`src/rtl/pulse_feeder_if.sv`:
```
// Burst request / pulse output bundle between a requester and pulse_feeder.
interface pulse_feeder_if #(
  parameter int WIDTH = 8,
  parameter int LEN_W = 4
);
  logic             req_valid;
  logic [LEN_W-1:0] req_len;
  logic             req_ready;
  logic             hold;
  logic             out;
  logic [WIDTH-1:0] total;
  logic             busy;
  logic             full;
  logic             dropped;

  modport master (
    output req_valid, req_len, hold,
    input  req_ready, out, total, busy, full, dropped
  );

  modport slave (
    input  req_valid, req_len, hold,
    output req_ready, out, total, busy, full, dropped
  );
endinterface

```
`src/rtl/pulse_feeder.sv`:
```
// Issues bursts of single-cycle increment pulses, capping the lifetime total at LIMIT.
module pulse_feeder #(
  parameter int WIDTH = 8,
  parameter int LIMIT = 9,
  parameter int LEN_W = 4
) (
  input logic             clk,
  input logic             rst,
  pulse_feeder_if.slave   bus
);

  typedef enum logic [1:0] {IDLE, BURST, FULL} state_t;

  localparam logic [WIDTH-1:0] LIM = WIDTH'(LIMIT);

  state_t             state, state_n;
  logic [LEN_W-1:0]   remaining, remaining_n;
  logic [WIDTH-1:0]   total, total_n;
  logic               dropped, dropped_n;
  logic               issue;
  logic [WIDTH-1:0]   total_inc;
  logic [LEN_W-1:0]   rem_dec;

  always_ff @(posedge clk or posedge rst) begin
    if (rst) begin
      state     <= IDLE;
      remaining <= '0;
      total     <= '0;
      dropped   <= 1'b0;
    end else begin
      state     <= state_n;
      remaining <= remaining_n;
      total     <= total_n;
      dropped   <= dropped_n;
    end
  end

  assign issue     = (state == BURST) && !bus.hold;
  assign total_inc = total + 1'b1;
  assign rem_dec   = remaining - 1'b1;

  always_comb begin
    state_n     = state;
    remaining_n = remaining;
    total_n     = total;
    dropped_n   = dropped;
    unique case (state)
      IDLE: begin
        if (bus.req_valid && (bus.req_len != '0)) begin
          remaining_n = bus.req_len;
          state_n     = BURST;
        end
      end
      BURST: begin
        if (issue) begin
          total_n     = total_inc;
          remaining_n = rem_dec;
          // Reaching LIMIT takes priority over finishing the burst.
          if (total_inc == LIM) begin
            state_n = FULL;
            if (rem_dec != '0) dropped_n = 1'b1;
          end else if (rem_dec == '0) begin
            state_n = IDLE;
          end
        end
      end
      FULL: begin
        state_n = FULL;
      end
      default: begin
        state_n = IDLE;
      end
    endcase
  end

  assign bus.req_ready = (state == IDLE);
  assign bus.out       = issue;
  assign bus.total     = total;
  assign bus.busy      = (state == BURST);
  assign bus.full      = (state == FULL);
  assign bus.dropped   = dropped;

endmodule
```
`src/flat_wrapper.sv`:
```
// flat-port wrapper written by rule: the top's interface ports become plain ports
module pulse_feeder_flat 
#(
  parameter int WIDTH = 8,
  parameter int LIMIT = 9,
  parameter int LEN_W = 4
)
  (clk, rst, bus_req_valid, bus_req_len, bus_hold, bus_req_ready, bus_out, bus_total, bus_busy, bus_full, bus_dropped);
  pulse_feeder_if #(.WIDTH(WIDTH), .LEN_W(LEN_W)) bus_i ();
  input logic clk;
  input logic rst;
  input wire logic [$bits(bus_i.req_valid)-1:0] bus_req_valid;
  input wire logic [$bits(bus_i.req_len)-1:0] bus_req_len;
  input wire logic [$bits(bus_i.hold)-1:0] bus_hold;
  output wire logic [$bits(bus_i.req_ready)-1:0] bus_req_ready;
  output wire logic [$bits(bus_i.out)-1:0] bus_out;
  output wire logic [$bits(bus_i.total)-1:0] bus_total;
  output wire logic [$bits(bus_i.busy)-1:0] bus_busy;
  output wire logic [$bits(bus_i.full)-1:0] bus_full;
  output wire logic [$bits(bus_i.dropped)-1:0] bus_dropped;
  assign bus_i.req_valid = bus_req_valid;
  assign bus_i.req_len = bus_req_len;
  assign bus_i.hold = bus_hold;
  assign bus_req_ready = bus_i.req_ready;
  assign bus_out = bus_i.out;
  assign bus_total = bus_i.total;
  assign bus_busy = bus_i.busy;
  assign bus_full = bus_i.full;
  assign bus_dropped = bus_i.dropped;
  pulse_feeder #(.WIDTH(WIDTH), .LIMIT(LIMIT), .LEN_W(LEN_W)) u_core (.clk(clk), .rst(rst), .bus(bus_i));
endmodule
```
`config.mk`:
```
export PLATFORM = sky130hd
export DESIGN_NAME = pulse_feeder_flat
export DESIGN_NICKNAME = d
export VERILOG_FILES = /design/src/rtl/pulse_feeder_if.sv /design/src/rtl/pulse_feeder.sv /design/src/flat_wrapper.sv
export SDC_FILE = /design/constraint.sdc
export NUM_CORES = 1
export LEC_CHECK = 0
export ABC_AREA = 1
export CORE_MARGIN = 4
export CORE_UTILIZATION = 40
export CTS_BUF_LIST = sky130_fd_sc_hd__clkbuf_16
export CTS_CLUSTER_DIAMETER = 50
export CTS_CLUSTER_SIZE = 25
export DETAILED_ROUTE_END_ITERATION = 8
export GPL_TIMING_DRIVEN = 0
export MAX_ROUTING_LAYER = met4
export PLACE_DENSITY = 0.65
export REMOVE_ABC_BUFFERS = 1
export SLEW_MARGIN = 20
export SYNTH_ARGS = -nofsm -noshare
export SYNTH_HDL_FRONTEND = slang
export SYNTH_SLANG_ARGS = --single-unit
```
`constraint.sdc`:
```
create_clock -name clk -period 1.6 [get_ports clk]
set_input_delay 0.48 -clock clk [delete_from_list [all_inputs] [get_ports clk]]
set_output_delay 0.48 -clock clk [all_outputs]
set_load 0.03 [all_outputs]
```
# Yosys cells after proc, flatten, opt, wreduce, memory -nomap -nowiden
# Cells that the tools add are included.
dict set report op_classes {
  n_addsub 2
  reduce_logical 12
  mux 8
  n_eq_ne 6
}
# op n
set op_table {}
lappend op_table {{$add 8x1->8 const B} 1}
lappend op_table {{$eq 8x4->1 const B} 1}
lappend op_table {{$mux 2} 4}
lappend op_table {{$mux 4} 2}
lappend op_table {{$pmux 4 s2} 1}
lappend op_table {{$reduce_bool 4->1} 2}
lappend op_table {{$pmux 2 s3} 1}
lappend op_table {{$reduce_and 3->1} 2}
lappend op_table {{$logic_not 4->1} 1}
lappend op_table {{$reduce_and 4->1} 1}
lappend op_table {{$sub 4x1->4 const B} 1}
lappend op_table {{$ne 3x1->1 const B} 1}
lappend op_table {{$eq 2x1->1 const B} 1}
lappend op_table {{$eq 2x2->1 const B} 1}
lappend op_table {{$logic_and 1x1->1} 2}
lappend op_table {{$logic_not 2->1} 1}
lappend op_table {{$ne 2x1->1 const B} 1}
lappend op_table {{$ne 2x2->1 const B} 1}
lappend op_table {{$reduce_and 2->1} 1}
lappend op_table {{$reduce_bool 2->1} 1}
lappend op_table {{$logic_not 1->1} 1}
dict set report word_totals {
  input_bits 8
  reg_bits 15
  output_inout_bits 13
  word_cells 32
}

# Depth between registers and ports, before layout
# Gate-level depths: netlist of run 1.
dict set report logic_depth {
  word_depth 6
  depth_mapped 12
  ltp_nobuf 12
}

# Worst setup path after synthesis of run 1
# Ideal clock, no wire load.
dict set report synth_path {
  path_kind {reg2reg}
  start {register u_core.total[0] (netlist: u_core.bus.total[0])}
  end {register u_core.state[0]}
  required_ns 1.483
  setup_time_ns 0.117
  stages_incl_launch_ff 13
  slack_ns -0.069
  path_buffers 0
  period_less_slack_ns 1.669
  arrival_ns 1.551
  path_cell_list {dfrtp_1 > ha_1 > nand2_1 > inv_2 > nand2_1 > nand2_1 > nand2_1 > nor2_2 > nand3_2 > nand2_2 > nand2_2 > nand2_1 > nand2_1}
}
dict set report synth_via {
  elab_chain_len 5
  word_cells_on_any_way 7
  cone_classes {1 x add/sub; 2 x eq/ne; 3 x mux; 1 x reduce/logical}
}
# item line
set synth_lines {}
lappend synth_lines {{start: declaration} pulse_feeder.sv:18} ;# logic [WIDTH-1:0] total, total_n;
lappend synth_lines {{start signal: assignment} pulse_feeder.sv:33} ;# total <= total_n;
lappend synth_lines {{$add 8x1->8 *} pulse_feeder.sv:39} ;# assign total_inc = total + 1'b1;
lappend synth_lines {{$eq 8x4->1 *} pulse_feeder.sv:59} ;# if (total_inc == LIM) begin
lappend synth_lines {{$mux 2} pulse_feeder.sv:59}
lappend synth_lines {{$mux 2} pulse_feeder.sv:55} ;# if (issue) begin
lappend synth_lines {{$pmux 2 s3} pulse_feeder.sv:47} ;# unique case (state)
lappend synth_lines {{end signal: assignment} pulse_feeder.sv:31} ;# state <= state_n;
lappend synth_lines {{end: declaration} pulse_feeder.sv:16} ;# state_t state, state_n;
# Every way passes the cells marked *; elsewhere a longest branch is shown, timed or not. The select of a mux whose other input is x is not followed.
# A chain may end at the register's enable or synchronous reset.

# Final worst setup path of run 1
dict set report layout_path {
  start {register u_core.state[0]}
  end {output port bus_out}
}
dict set report layout_via {
  elab_chain_len 2
}
# item line
set layout_lines {}
lappend layout_lines {{$eq 2x1->1} pulse_feeder.sv:38} ;# assign issue = (state == BURST) && !bus.hold;
lappend layout_lines {{$logic_and 1x1->1} pulse_feeder.sv:38}
lappend layout_lines {{end: declaration} flat_wrapper.sv:16} ;# output wire logic [$bits(bus_i.out)-1:0] bus_out;
# No other way between the ends.

==> impl_metrics.toml, run 1 <==
[status]
status = "finished with violations"
failed_checks = "negative setup slack"

[sta]
fin_ws_ns = -0.1105
slew_headroom_pct = 61.16
min_period_over_period_pct = 106.9
drv_slew = 0
final.setup_skew_ns = 0.004504
rsz0062_at_grt = "true"
worst_slew_pin_slew_ns = 0.5819
fmax_ghz = 0.5846
min_period_ns = 1.711
setup_viol = 3
fin_tns_setup_ns = -0.1621
hold_viol = 0

[drt]
drc = 0
first_pass_iters = 4
wl_per_cell_um = 11.88
drt-initial-drc-count = 25
ant_nets = 0
vias = 949
vias_per_cell = 4.892
routed_wl_um = 2305

[synth]
syn_area_um2 = 979.7
yosysSeqAreaShare_pct = 38.31
syn_inst = 135
yosys_warnings = 0
postSynthAreaPerCell_um2 = 7.257
synth_cell_types = 20
yosys_register_bits = 15

[pwr]
power.total_mw = 2.748
p_per_area_nw_per_um2 = 1982
vdd_ir_drop_max_mv = 1.175
p_leak_nw = 0.7343

[grt]
use_met3_pct = 4.751
grt_most_used_layer = "met2"
globalRouteMet2Util_pct = 25.32
antenna_found_initial = 0
overflow = 0
grt_max_degree = 16
grt_pass1_wl_um = 3684
grt_pass1_vias = 878
grt_use_total_pct = 14.89
gr-usage-met1_pct = 16.69

[placed_design]
gp_congestion = 0.8305
place_inst = 182
io_buffers = 20
placed_area_um2 = 1210
pre_cts_ws_ns = -1.000
hpwl_um = 1562

[clocking]
cts_tree = "done"
cts_inserted_buffers = 3
h-tree-depth = 1
insertion_delay_ns = 0.24
clk_pin_slew_ns = 0.05
clock_sinks = 15
cts_buffer_depth = 2
cts_hold_buf = 0
clock_tree.root_cell = "clkbuf_16"

[critical_path]
start_kind = "flip-flop"
cp-end-kind = "output port"
critPathRequiredTime_ns = 1.12
critical_path_class = "flip-flop to output port"
critPathMaxFanout = 9
critPathArrivalTime_ns = 1.23

[cells_and_area]
antennaDiodeCount = 0
drive_gt1_share_pct = 27.11
final_cell_mix = "nand2_1, inv_1, o21ai_0, dfrtp_1"
mostFrequentLayoutCell = "nand2_1"
syn2layout_area_growth_pct = 41.51
fin_cells = 194
finalInstanceArea_um2 = 1386
final_net_count = 179
fillers = 203

[worst_hold_path]
hold_class = "flip-flop to flip-flop"

[die]
initial_core_util_pct = 43.05
ioPinCount = 21
fp.dieH_um = 57.49
die_w_um = 57.49
core-area_um2 = 2276
dieArea_um2 = 3305
rows = 17

[job]
cap_violations = 0
-- where the power goes --
| group | internal [mW] | switching, mW | total, mW |
|---|---|---|---|
| Clock | 0.330 | 0.143 | 0.473 |
| Sequential | 0.546 | 0.169 | 0.715 |
| Combinational | 0.585 | 0.975 | 1.56 |
| Total | 1.46 | 1.29 | 2.75 |
-- cell usage after synthesis --
library cell  instances  area (µm²)
o21ai_0              14       70.07
o21bai_2              1       11.26
nand2_1              37       138.9
o21bai_1              1       7.510
nor3_1                1       5.000
inv_6                 1       8.760
a21oi_1               2       10.01
inv_2                 2       7.510
nor2_2                4       25.02
inv_1                23       86.33
nor2_4                2       22.52
nor2_1                6       22.52
ha_1                  4       50.05
nand3_1              10       50.05
buf_2                 1       5.000
nand4_1               2       12.51
xor2_1                3       26.28
nand2_2               4       25.02
nand3_2               2       20.02
dfrtp_1              15       375.4
-- worst paths after layout --
path                                                 start                         endpoint  slack, ns  cells past startpoint
max in group asynchronous                              rst  u_core.bus.total[0]$_DFFE_PP0P_       0.59                      2
min                         u_core.bus.dropped$_DFFE_PP0P_   u_core.bus.dropped$_DFFE_PP0P_       0.47                      1
max                            u_core.state[0]$_DFFE_PP0P_                          bus_out      -0.11                      5
max reg2reg                u_core.bus.total[1]$_DFFE_PP0P_      u_core.state[0]$_DFFE_PP0P_       0.10                     11
min reg2reg                 u_core.bus.dropped$_DFFE_PP0P_   u_core.bus.dropped$_DFFE_PP0P_       0.47                      1
min in group asynchronous                              rst  u_core.bus.total[4]$_DFFE_PP0P_       0.60                      2
-- state kept, by name, indices dropped and copies added (netlist names) --
register / cells
u_core.state: 2
u_core.remaining: 4
u_core.bus.total: 8
u_core.bus.dropped: 1
-- through the flow --
| step | hold slack, ns | util, % |
|---|---|---|
| after floorplan | 0.3815 | - |
| after global placement | 0.4641 | 53.16 |
| after detailed placement | 0.4679 | 53.16 |
| after CTS | 0.4771 | 56.18 |
| after global routing | 0.5348 | 60.91 |
| final | 0.4706 | 60.91 |
-- timing repair --
action,4_1_cts,5_1_grt
resized for setup,36,27
pin swaps,1,6
setup endpoints to repair,14,13
setup buffers,1,7
-- metal layers --
layer	wire length (µm)	share of wire [%]
met1	966	42
met4	19	0.82
met5	0	0
met2	1220	53
met3	98	4.3
-- cell type report --
cell class / instances / area [µm²] / share of cell area, %
multi-input cells: 93 / 539.3 / 38.90
repair buffers: 28 / 249.0 / 17.96
clock inverters: 1 / 3.754 / 0.2708
flip-flops and latches: 15 / 379.1 / 27.35
inverters: 26 / 105.1 / 7.581
clock buffers: 3 / 75.07 / 5.415
well taps: 28 / 35.03 / 2.527
-- cell families after synthesis --
group                      Yosys count  synth area share, %
and+or+nand+nor                     68                32.82
xor gates and xnor gates             3                2.682
adders and majority gates            4                5.109
buffers and inverters               27                10.98
AOI/OAI and AO/OA                   18                10.09
DFF                                 15                38.31
-- worst max-delay path, cell delays in order, from the launching register on --
cell     delay, ns
dfrtp_1       0.40
inv_2         0.06
nor2_4        0.19
inv_6         0.07
nor2_4        0.12
buf_6         0.15
(Power assumes the default switching activity.)
==> run 2: changes to the inputs <==
--- a/config.mk
+++ b/config.mk
@@ -6,9 +6,9 @@
 export NUM_CORES = 1
 export LEC_CHECK = 0
 export ABC_AREA = 1
-export CORE_MARGIN = 4
+export CORE_MARGIN = 2
 export CORE_UTILIZATION = 40
-export CTS_BUF_LIST = sky130_fd_sc_hd__clkbuf_16
+export CTS_BUF_LIST = sky130_fd_sc_hd__clkbuf_4 sky130_fd_sc_hd__clkbuf_8
 export CTS_CLUSTER_DIAMETER = 50
 export CTS_CLUSTER_SIZE = 25
 export DETAILED_ROUTE_END_ITERATION = 8
==> run 2 against run 1 <==
Effect of this change: the run still ends with negative setup slack left; via count is 0.21% lower; combinational power is 6% higher; worst hold slack better by 0.036 ns; utilization is 1.4 points higher; sequential cell count stayed put; clock-buffer cell count stayed put; clock power is 52% lower; power is 5.1% lower.
==> impl_metrics.toml, run 2 (synthesis gave the netlist of run 1 again) <==
[critical_path]
start_kind = "input port"
critPathRequiredTime_ns = 1.12
critPathMaxFanout = 2
critPathArrivalTime_ns = 1.25
critical_path.slowest_cell = "clkdlybuf4s50_1"
critical_path_class = "input port to output port"
regToRegSetupSlack_ns = 0.09
cp_num_buf_inv = 2
r2r_cells = 11
slowest_delay_ns = 0.47
r2r_end = "u_core.state[0]$_DFFE_PP0P_"
r2r-start = "u_core.bus.total[0]$_DFFE_PP0P_"
worstPathCellList = "clkdlybuf4s50_1 -> nor2_4 -> buf_6"
critical_path.top_delay_family = "buffers and inverters"
cp-end-kind = "output port"

[grt]
grt_use_total_pct = 17.31
antenna_found_initial = 0
grt_pass1_vias = 818
grt_pass1_wl_um = 3470
overflow = 0
grt_max_degree = 16

[sta]
fmax_ghz = 0.5787
fin_tns_setup_ns = -0.1773
worst_slew_pin_slew_ns = 0.6228
min_period_over_period_pct = 108.0
rsz0062_at_grt = "true"
hold_slack_ns = 0.5067
slew_headroom_pct = 58.44
min_period_ns = 1.728
drv_slew = 0
final.setup_skew_ns = 0.007039
hold_viol = 0
fin_ws_ns = -0.1281
setup_viol = 3

[die]
die_w_um = 53.49
dieArea_um2 = 2861
fp.dieH_um = 53.49
rows = 17
initial_core_util_pct = 43.45
core-area_um2 = 2255
ioPinCount = 21

[clocking]
clock_tree.root_cell = "clkbuf_4"
cts_hold_buf = 0
insertion_delay_ns = 0.29
cts_buffer_depth = 2
clock_sinks = 15
clk_pin_slew_ns = 0.10
h-tree-depth = 1
cts_inserted_buffers = 3
cts_tree = "done"

[status]
status = "finished with violations"
failed_checks = "negative setup slack"

[cells_and_area]
syn2layout_area_growth_pct = 43.30
mostFrequentLayoutCell = "nand2_1"
final_net_count = 185
antennaDiodeCount = 0
largest_register_ffs = 8
utilization_pct = 62.26
drive_gt1_share_pct = 34.88
final_cell_mix = "nand2_1, inv_1, o21ai_0, buf_4, dfrtp_1"
top_regs = "u_core.bus.total x8, u_core.remaining x4, u_core.state x2"
largest-register = "u_core.bus.total"

[drt]
routed_wl_um = 2281
vias = 947
drt-initial-drc-count = 13
first_pass_iters = 4
ant_nets = 0
drc = 0
wl_per_cell_um = 11.41
vias_per_cell = 4.735

[placed_design]
pre_cts_ws_ns = -0.9986
gp_congestion = 0.7683
hpwl_um = 1516
io_buffers = 20

[pwr]
vdd_ir_drop_max_mv = 0.9335
p_leak_nw = 0.6906
p_per_area_nw_per_um2 = 1858

[worst_hold_path]
whs_path_depth = 1
worstHoldEndpoint = "u_core.bus.dropped$_DFFE_PP0P_"
hold_start = "u_core.bus.dropped$_DFFE_PP0P_"
hold_class = "flip-flop to flip-flop"

[job]
cap_violations = 0
==> run 2: cell count changes in the layout (fill, tap and decap cells not counted), moves of 4 or more <==
cell,previous run,this run
dlymetal6s2s_1,4,0
dlygate4sd2_1,6,2
buf_4,9,13
clkdlybuf4s50_1,3,7
==> run 2: per-layer routing <==
metal / global-route usage [%] / up-vias / share of wire [%]
li1: - / 495 / -
met1: 21.33 / 433 / 44
met2: 27.78 / 17 / 51
met3: 3.390 / 2 / 3.4
met4: 6.838 / 0 / 0.79
met5: - / - / 0
==> run 2: per-stage QoR <==
stage,power (mW),area [µm²],cells
final,2.608,1404,200
after global placement,2.050,1210,182
after detailed placement,2.083,1210,182
after floorplan,1.650,974.7,134
after global routing,2.831,1404,200
after CTS,2.337,1261,188
==> run 2: worst max path at each step <==
stage / from / end / slack, ns / depth (start not counted)
final: bus_hold / bus_out / -0.13 / 3
after global routing: u_core.state[1]$_DFFE_PP0P_ / bus_out / -0.15 / 4
after CTS: u_core.state[0]$_DFFE_PP0P_ / bus_out / -0.17 / 5
after detailed placement: bus_hold / bus_out / -1.0 / 3
after global placement: bus_hold / bus_out / -0.99 / 3
after floorplan: u_core.state[1]$_DFFE_PP0P_ / bus_out / -0.13 / 3
==> run 2: area by class of cell <==
class / instances / area (µm²)
tap: 28 / 35.03
inverter: 26 / 102.6
clock inverter: 1 / 5.005
timing repair buffer: 34 / 306.5
sequential: 15 / 381.6
clock buffer: 3 / 22.52
multi-input combinational: 93 / 550.5
fill: 214 / 850.8
==> run 2: what timing repair did <==
action                                  CTS  global route
setup buffers                             2            13
endpoints found under the setup margin   14            16
gates resized for setup                  49            25
gates cloned                              0             0
pin swaps                                 2             7
==> run 2: power breakdown <==
part           switching [mW]  internal, mW  total, mW
clock                   0.136        0.0928      0.228
combinational           0.958         0.690       1.65
sequential              0.186         0.546      0.731
total                    1.28          1.33       2.61
==> run 3: changes to the inputs <==
--- a/config.mk
+++ b/config.mk
@@ -5,16 +5,14 @@
 export SDC_FILE = /design/constraint.sdc
 export NUM_CORES = 1
 export LEC_CHECK = 0
-export ABC_AREA = 1
 export CORE_MARGIN = 2
 export CORE_UTILIZATION = 40
 export CTS_BUF_LIST = sky130_fd_sc_hd__clkbuf_4 sky130_fd_sc_hd__clkbuf_8
 export CTS_CLUSTER_DIAMETER = 50
-export CTS_CLUSTER_SIZE = 25
 export DETAILED_ROUTE_END_ITERATION = 8
 export GPL_TIMING_DRIVEN = 0
 export MAX_ROUTING_LAYER = met4
-export PLACE_DENSITY = 0.65
+export PLACE_DENSITY = 0.67
 export REMOVE_ABC_BUFFERS = 1
 export SLEW_MARGIN = 20
 export SYNTH_ARGS = -nofsm -noshare
==> run 3 against run 2 <==
Effect of this change: the run still ends with negative setup slack left; sequential cell count did not move; clock skew rose by 0.0038 ns; first-iteration DRC count fell by 46%; final area fell by 4.4%; clock power fell by 3%; largest power group unchanged; highest routed layer unchanged.
==> impl_metrics.toml, run 3 <==
[synth]
yosys_register_bits = 15
synth_top_area_share_pct = 43.23
syn_area_um2 = 868.3
synth_cell_types = 29
postSynthAreaPerCell_um2 = 9.867
yosysSeqAreaShare_pct = 43.23
syn_inst = 88
yosys_warnings = 0
yosysMostFrequentCell = "dfrtp_1"
synth_area_leaders = "dfrtp_1, xnor2_1, ha_1, o21ai_0, nand2_1"
async_reset_ff_share_pct = 100.0
synth_edf_count = 0
netlist.top_cell.by_area = "dfrtp_1"
synthTopCellsByCount = "dfrtp_1, xnor2_1, nand2_1"
ys.flop_type = "dfrtp_1"

[cells_and_area]
mostFrequentLayoutCell = "buf_4"
syn2layout_area_growth_pct = 54.61
largest-register = "u_core.bus.total"
top_regs = "u_core.bus.total x8, u_core.remaining x4, u_core.state x2"
final_net_count = 140
fillers = 145
final_cell_mix = "buf_4, dfrtp_1, xnor2_1, nand2_1"
antennaDiodeCount = 0
drive_gt1_share_pct = 43.31
utilization_pct = 67.06
largest_register_ffs = 8

[critical_path]
critPathMaxFanout = 4
critPathRequiredTime_ns = 1.77
slowest_delay_ns = 0.45
worstPathCellList = "ha_4 -> and3_4 -> nor3_4 -> a31oi_2 -> nor4b_2 -> buf_4 -> o22ai_1"
cp-end-kind = "flip-flop"
critical_path.slowest_cell = "dfrtp_2"
start_kind = "flip-flop"
critical_path_class = "flip-flop to flip-flop"
critPathArrivalTime_ns = 1.92

[clocking]
insertion_delay_ns = 0.29
clk_pin_slew_ns = 0.10
cts_tree = "done"
cts_inserted_buffers = 3
cts_buffer_depth = 2
clock_tree.root_cell = "clkbuf_4"
clock_sinks = 15
h-tree-depth = 1

[sta]
fin_ws_ns = -0.1537
setup_viol = 4
min_period_over_period_pct = 109.6
final.setup_skew_ns = 0.01081
rsz0062_at_grt = "true"
hold_viol = 0
slew_headroom_pct = 62.16
fmax_ghz = 0.5702
worst_slew_pin_slew_ns = 0.5670
drv_slew = 0
min_period_ns = 1.754

[status]
status = "finished with violations"
failed_checks = "negative setup slack"

[drt]
first_pass_iters = 4
routed_wl_um = 2119
drc = 0
vias = 800
drt-initial-drc-count = 7
wl_per_cell_um = 13.76
ant_nets = 0
vias_per_cell = 5.195

[worst_hold_path]
hold_class = "flip-flop to flip-flop"

[die]
fp.dieH_um = 50.59
ioPinCount = 21
core-area_um2 = 2002
initial_core_util_pct = 43.38
rows = 16
die_w_um = 50.59
dieArea_um2 = 2559

[placed_design]
hpwl_um = 1212
io_buffers = 20
gp_congestion = 0.8253

[pwr]
vdd_ir_drop_max_mv = 1.344
p_leak_nw = 0.6262
power.total_mw = 2.740
p_per_area_nw_per_um2 = 2041

[job]
cap_violations = 0

[grt]
grt_pass1_vias = 789
antenna_found_initial = 0
grt_max_degree = 16
grt_use_total_pct = 18.88
grt_pass1_wl_um = 3539
overflow = 0
==> run 3: layout make-up <==
cell class	count	area, µm²	area share (%)
multi-input combinational	66	554.3	41.29
sequential	15	381.6	28.42
timing repair buffer	36	320.3	23.86
tap	27	33.78	2.516
inverter	6	25.02	1.864
clock buffer	3	22.52	1.678
clock inverter	1	5.005	0.3728
==> run 3: per-stage QoR <==
stage / hold slack, ns / setup WS [ns] / instance area (µm²) / std cells / setup TNS [ns]
2_1_floorplan: 0.3815 / -0.2194 / 864.6 / 87 / -0.6100
3_3_place_gp: 0.4515 / -1.004 / 1099 / 134 / -4.625
3_5_place_dp: 0.4535 / -1.012 / 1099 / 134 / -4.695
4_1_cts: 0.4731 / -0.07481 / 1295 / 151 / -0.3535
5_1_grt: 0.4881 / -0.1930 / 1343 / 154 / -0.5847
6_report: 0.4700 / -0.1537 / 1343 / 154 / -0.4178
==> run 3: layer usage <==
| metal | global-route usage (%) | wire, µm | up-vias |
|---|---|---|---|
| met5 | - | 0 | - |
| met4 | 5.405 | 29 | 0 |
| met3 | 4.464 | 90 | 4 |
| met2 | 32.02 | 1070 | 18 |
| met1 | 22.30 | 929 | 393 |
| li1 | - | - | 385 |
==> run 3: timing repair <==
action | in CTS | in global routing
buffers inserted | 13 | 3
hold buffers | 0 | 0
pin swaps | 8 | 4
setup endpoints to repair | 17 | 13
resized for setup | 66 | 20
cloned | 0 | 0
==> run 3: where the power goes <==
group	switching, mW	internal, mW
combinational	0.912	0.872
sequential	0.186	0.549
clock	0.128	0.0930
total	1.23	1.51
==> run 3: cells by family (layout without fill, tap and decap cells) <==
kind of cell	Yosys count	count (layout)	synth area share [%]
AOI/OAI and AO/OA	20	20	14.70
xor gates and xnor gates	12	12	12.10
adders and majority gates	4	4	5.764
buffers and inverters	7	46	3.025
DFF	15	15	43.23
muxes	1	1	1.297
and+or+nand+nor	29	29	19.89
==> run 3: worst paths after layout <==
path / start / to / slack [ns] / cells past startpoint
min reg2reg: u_core.bus.dropped$_DFFE_PP0P_ / u_core.bus.dropped$_DFFE_PP0P_ / 0.47 / 1
max: u_core.bus.total[0]$_DFFE_PP0P_ / u_core.state[0]$_DFFE_PP0P_ / -0.15 / 7
max in group asynchronous: rst / u_core.state[0]$_DFFE_PP0P_ / 0.65 / 2
max reg2reg: u_core.bus.total[0]$_DFFE_PP0P_ / u_core.state[0]$_DFFE_PP0P_ / -0.15 / 7
min: u_core.bus.dropped$_DFFE_PP0P_ / u_core.bus.dropped$_DFFE_PP0P_ / 0.47 / 1
min in group asynchronous: rst / u_core.remaining[0]$_DFFE_PP0P_ / 0.53 / 2
==> run 3: critical path: cells and delay by family (launching register included) <==
family	cells	cell delay, ns
fa+ha+maj	1	0.19
simple gates	3	0.65
buf+inv	1	0.18
compound gates	2	0.16
flops	1	0.45
==> RTL edit 1, RTL diff (settings of run 3) <==
Reset style: synchronous (`rst`), changed in one clocked block.
--- a/src/rtl/pulse_feeder.sv
+++ b/src/rtl/pulse_feeder.sv
@@ -21,7 +21,7 @@
   logic [WIDTH-1:0]   total_inc;
   logic [LEN_W-1:0]   rem_dec;
 
-  always_ff @(posedge clk or posedge rst) begin
+  always_ff @(posedge clk) begin
     if (rst) begin
       state     <= IDLE;
       remaining <= '0;
Function: differs if rst is asserted again (counterexample within 4 cycles, from zero or initial values and one cycle with rst high); with rst held inactive, the same outputs for 10 cycles.
==> RTL edit 1 against run 3 <==
The flow still finishes with violations (setup timing). Global-route usage down 0.37 points. Critical path depth down 3. Cell area is 5.6% lower. Non-clock buffer count is 6 lower. Synthesized area is 0.14% lower. Wire length fell by 4.7%. Register-to-register slack improved by 240 ps. Worst setup slack better by 92 ps. Sequential cell count unchanged. Clock skew fell by 5.4 ps. Cell count grew 4.5%. Die area decreased by 0.12%.
Power is not compared: it rests on default switching activity, and its combinational part moved more than twofold at a synthesized area within 25%.
==> RTL edit 1: results (changes against run 3) <==
[setup_path]
cp.arrival_ps=1180  ; -740 ps
crit_path_top_delay_cell=dfxtp_4
critPathTopFamily=flip-flops
cp-endpoint=bus_busy
reg2reg_slack_ps=90  ; +240 ps
crit_fanout=3  ; -1
startpoint=u_core.state[0]
rr_endpoint=u_core.state[0]
max_stage_delay_ps=360  ; -90 ps

[synthesis]
netlist_top_cells_count=dfxtp_1 (15), nor2_1 (15), a21oi_1 (8), inv_1 (7), nand2_1 (7)
ys_top_cells_by_area=dfxtp_1 (35%), nor2_1 (6.5%), ha_1 (5.8%)
syn_avg_cell_area_um2=8.58  ; -13%
synth_cell_types=34  ; +17%

[place]
dp_cells=147  ; +9.7%
gp_congestion=0.812  ; -1.6%
dp_slack_ps=-1120  ; -109 ps
postPlaceCellArea_um2=1100  ; -0.11%
dpl.hpwl_um=1360  ; +12%

[min_path]
worst_hold_path.endpoint=u_core.bus.dropped
hold_start=u_core.bus.dropped

[outcome]
violations=setup timing
status=finished, violations left

[grt]
met2_usage=0.322  ; +0.00219
use_met1=0.203  ; -0.0201
gr-usage-met3=0.0357  ; -0.00893
grt_pass1_vias=828  ; +4.9%

[finish]
num-multi-input-gates=78  ; +18%
multi_input_area_share=0.474  ; +0.0610
inverters=7  ; +1
clockBufferCount=4  ; +1
nNonClkBuffers=30  ; -17%
buf_share=0.203  ; -0.0352
drive_above_1_share=0.410  ; -0.0226
n_fill_cell=178  ; +23%
fin_cells=161  ; +4.5%
clk_share=0.0237  ; +0.00319

[sta]
hold_ws_ps=452  ; -17.9 ps
tightest_slew_ps=553  ; -14.3 ps
setup_violations=2  ; -2
tns_ps=-121  ; +297 ps
finalWorstSetupSlack_ps=-61.4  ; +92.2 ps

[routing]
vias_per_cell=5.21  ; +0.32%
drt_iter0_drc=13  ; +6
routed_wl_um=2020  ; -4.7%

==> RTL edit 1: cell count changes after synthesis, moves of 5 or more <==
cell,before,now
dfrtp_1,15,0
xnor2_1,9,3
dfxtp_1,0,15
nor2_1,2,15
a21oi_1,3,8
==> RTL edit 1: timing repair <==
item	CTS	global route
setup endpoints to repair	26	18
buffers inserted	9	2
pin swaps	7	8
gates resized for setup	65	33
==> RTL edit 1: logic make-up (layout without fill, tap and decap cells) <==
| kind of cell | after synthesis | in the layout | synth area share |
|---|---|---|---|
| buffers and inverters | 8 | 41 | 0.0346 |
| xor gates and xnor gates | 7 | 7 | 0.0707 |
| adders and majority gates | 4 | 4 | 0.0577 |
| and+or+nand+nor | 44 | 44 | 0.307 |
| DFF | 15 | 15 | 0.346 |
| AOI/OAI and AO/OA | 23 | 23 | 0.183 |
==> RTL edit 1: per-layer routing <==
metal | wire length, um | up-vias
met5 | 0 | -
met3 | 106 | 4
met2 | 1010 | 22
met4 | 27 | 0
met1 | 878 | 392
li1 | - | 421
==> RTL edit 2, RTL diff (settings of run 3) <==
Made on the original files. `WIDTH` is set to 8 in 3 places; all go to 7.
--- a/src/rtl/pulse_feeder_if.sv
+++ b/src/rtl/pulse_feeder_if.sv
@@ -1,6 +1,6 @@
 // Burst request / pulse output bundle between a requester and pulse_feeder.
 interface pulse_feeder_if #(
-  parameter int WIDTH = 8,
+  parameter int WIDTH = 7,
   parameter int LEN_W = 4
 );
   logic             req_valid;
--- a/src/rtl/pulse_feeder.sv
+++ b/src/rtl/pulse_feeder.sv
@@ -1,6 +1,6 @@
 // Issues bursts of single-cycle increment pulses, capping the lifetime total at LIMIT.
 module pulse_feeder #(
-  parameter int WIDTH = 8,
+  parameter int WIDTH = 7,
   parameter int LIMIT = 9,
   parameter int LEN_W = 4
 ) (
--- a/src/flat_wrapper.sv
+++ b/src/flat_wrapper.sv
@@ -1,7 +1,7 @@
 // flat-port wrapper written by rule: the top's interface ports become plain ports
 module pulse_feeder_flat 
 #(
-  parameter int WIDTH = 8,
+  parameter int WIDTH = 7,
   parameter int LIMIT = 9,
   parameter int LEN_W = 4
 )
Interface: changed (resized bus_total); port bits go from 21 to 20. No check against the original RTL was run, so the function may have changed too.
==> RTL edit 2 against run 3 <==
The run still ends with setup timing left. Cell area down 5.2%. Highest routed layer unchanged. Wire length up 5.2%. Power down 16%. Sequential power down 0.8%. Synthesized cell count up 1.1%. Sequential cell count down 1. Worst setup slack worse by 140 ps. Synthesized area down 0.86%. Count of clock-buffer cells in the layout up 1.
==> RTL edit 2: results (changes against run 3) <==
[synthesis]
synth-xor-area-share=0.0610  ; -0.0600
ys_warn_count=0  ; unchanged
synth_fa_ha_area_frac=0.0581  ; +0.000503
synth-compound-area-share=0.193  ; +0.0463
synth_cell_types=39  ; +34%
synthArstFlopShare=1.00  ; unchanged
seq_area_frac_synth=0.407  ; -0.0253
synth_ff_type=dfrtp_1
synthMuxAreaShare=0.0131  ; +0.000113
ys_top_cells_by_area=dfrtp_1 (41%), ha_1 (5.8%), xnor2_1 (4.1%)
netlist_top_cells_count=dfrtp_1 (14), inv_1 (8), nor2_1 (6), o21ai_0 (6)

[clock_network]
root_buffer=clkbuf_4
insertion_delay_ps=280
clkTransAtPathRegs_ps=90
numCtsBuffers=3  ; unchanged
htree_levels=1  ; unchanged
clock_path_buffers=2  ; unchanged

[setup_path]
rr_endpoint=u_core.state[0]
crit_fanout=4  ; unchanged
reg2reg_depth=5  ; -2
cp.arrival_ps=2060  ; +140 ps
rr_startpoint=u_core.bus.total[0]

[routing]
drt_iter0_drc=4  ; -3
vias_per_cell=5.47  ; +5.3%
routed_wl_um=2230  ; +5.2%
drtPass1Iterations=4  ; unchanged

[place]
dp_slack_ps=-1020  ; -13.0 ps
dpl.hpwl_um=1380  ; +14%
gp_congestion=0.817  ; -0.97%
portBuffers=19  ; -5.0%
postPlaceCellArea_um2=1080  ; -1.7%

[sta]
slew_violations=0  ; unchanged
setup_violations=5  ; +1
finalWorstSetupSlack_ps=-292  ; -138 ps
skew_ps=2.68  ; -8.13 ps
maxSlewHeadroom=0.639  ; +0.0177

[grt]
met2_usage=0.314  ; -0.00658
grt_max_degree=15  ; -1
use_met1=0.261  ; +0.0377
grt_pass1_wl_um=3770  ; +6.4%
grt_use_total=0.203  ; +0.0142
grt_pass1_vias=845  ; +7.1%
antenna_found_initial=0  ; unchanged
gr-usage-met3=0.0298  ; -0.0149

[finish]
reg.largest.list=u_core.bus.total x7, u_core.remaining x4, u_core.state x2
layout.nets=139  ; -0.71%
drive_above_1_share=0.389  ; -0.0442
antenna_cells=0  ; unchanged
n_fill_cell=169  ; +17%

[min_path]
worst_hold_path.endpoint=u_core.bus.dropped
hold_path.class=reg2reg
holdPathStages=1  ; unchanged
hold_start=u_core.bus.dropped

[power_and_ir_drop]
leakagePower_uw=0.000588  ; -6.2%
vdd_drop_max_mv=0.974  ; -28%

[outcome]
status=finished, violations left
violations=setup timing

RTL edit 2: layer usage:
layer  share of wire  wire length (um)
met1            0.46              1020
met2            0.48              1080
met3           0.044                98
met4           0.017                38
met5               0                 0
RTL edit 2: how the worst max path moves through the flow:
stage,startpoint,endpoint,slack [ps],depth (start not counted)
finish,u_core.bus.total[0],u_core.state[0],-290,5
global placement,bus_hold,bus_out,-1040,3
global route,u_core.bus.total[0],u_core.state[0],-310,5
floorplan,u_core.bus.total[0],u_core.state[0],-500,5
detailed placement,bus_hold,bus_out,-1020,3
CTS,u_core.bus.total[0],u_core.state[0],-270,5
RTL edit 2: layout make-up:
type / count / share of cell area
repair buffers: 34 / 0.234
clock buffers: 4 / 0.0285
multi-input cells: 66 / 0.406
flip-flops and latches: 14 / 0.279
well taps: 27 / 0.0265
inverters: 8 / 0.0256
RTL edit 2: power breakdown:
part | switching [uW] | internal (uW)
combinational | 692 | 631
sequential | 216 | 513
clock | 119 | 138
RTL edit 2: stage by stage:
stage	hold slack, ps	cells	setup TNS (ps)	util
global route	519	153	-1050	0.636
CTS	486	153	-661	0.629
finish	477	153	-722	0.636
floorplan	369	88	-1110	-
global placement	465	134	-6230	0.539
detailed placement	466	134	-6400	0.539
RTL edit 2: timing repair:
item / in CTS / in global routing
resized for setup: 67 / 9
buffers inserted: 15 / 0
pin swaps: 7 / 0
endpoints found under the setup margin: 21 / 11
RTL edit 2: logic make-up after synthesis:
kind of cell | after synthesis
mux | 1
xor+xnor | 6
compound gates | 24
simple gates | 31
buf+inv | 9
flops | 14
fa+ha+maj | 4
RTL edit 2: critical path: stages, from the launching register on:
cell,delay [ps]
dfrtp_2,450
ha_4,170
buf_4,130
or4bb_1,470
a32o_2,260
a221o_1,310
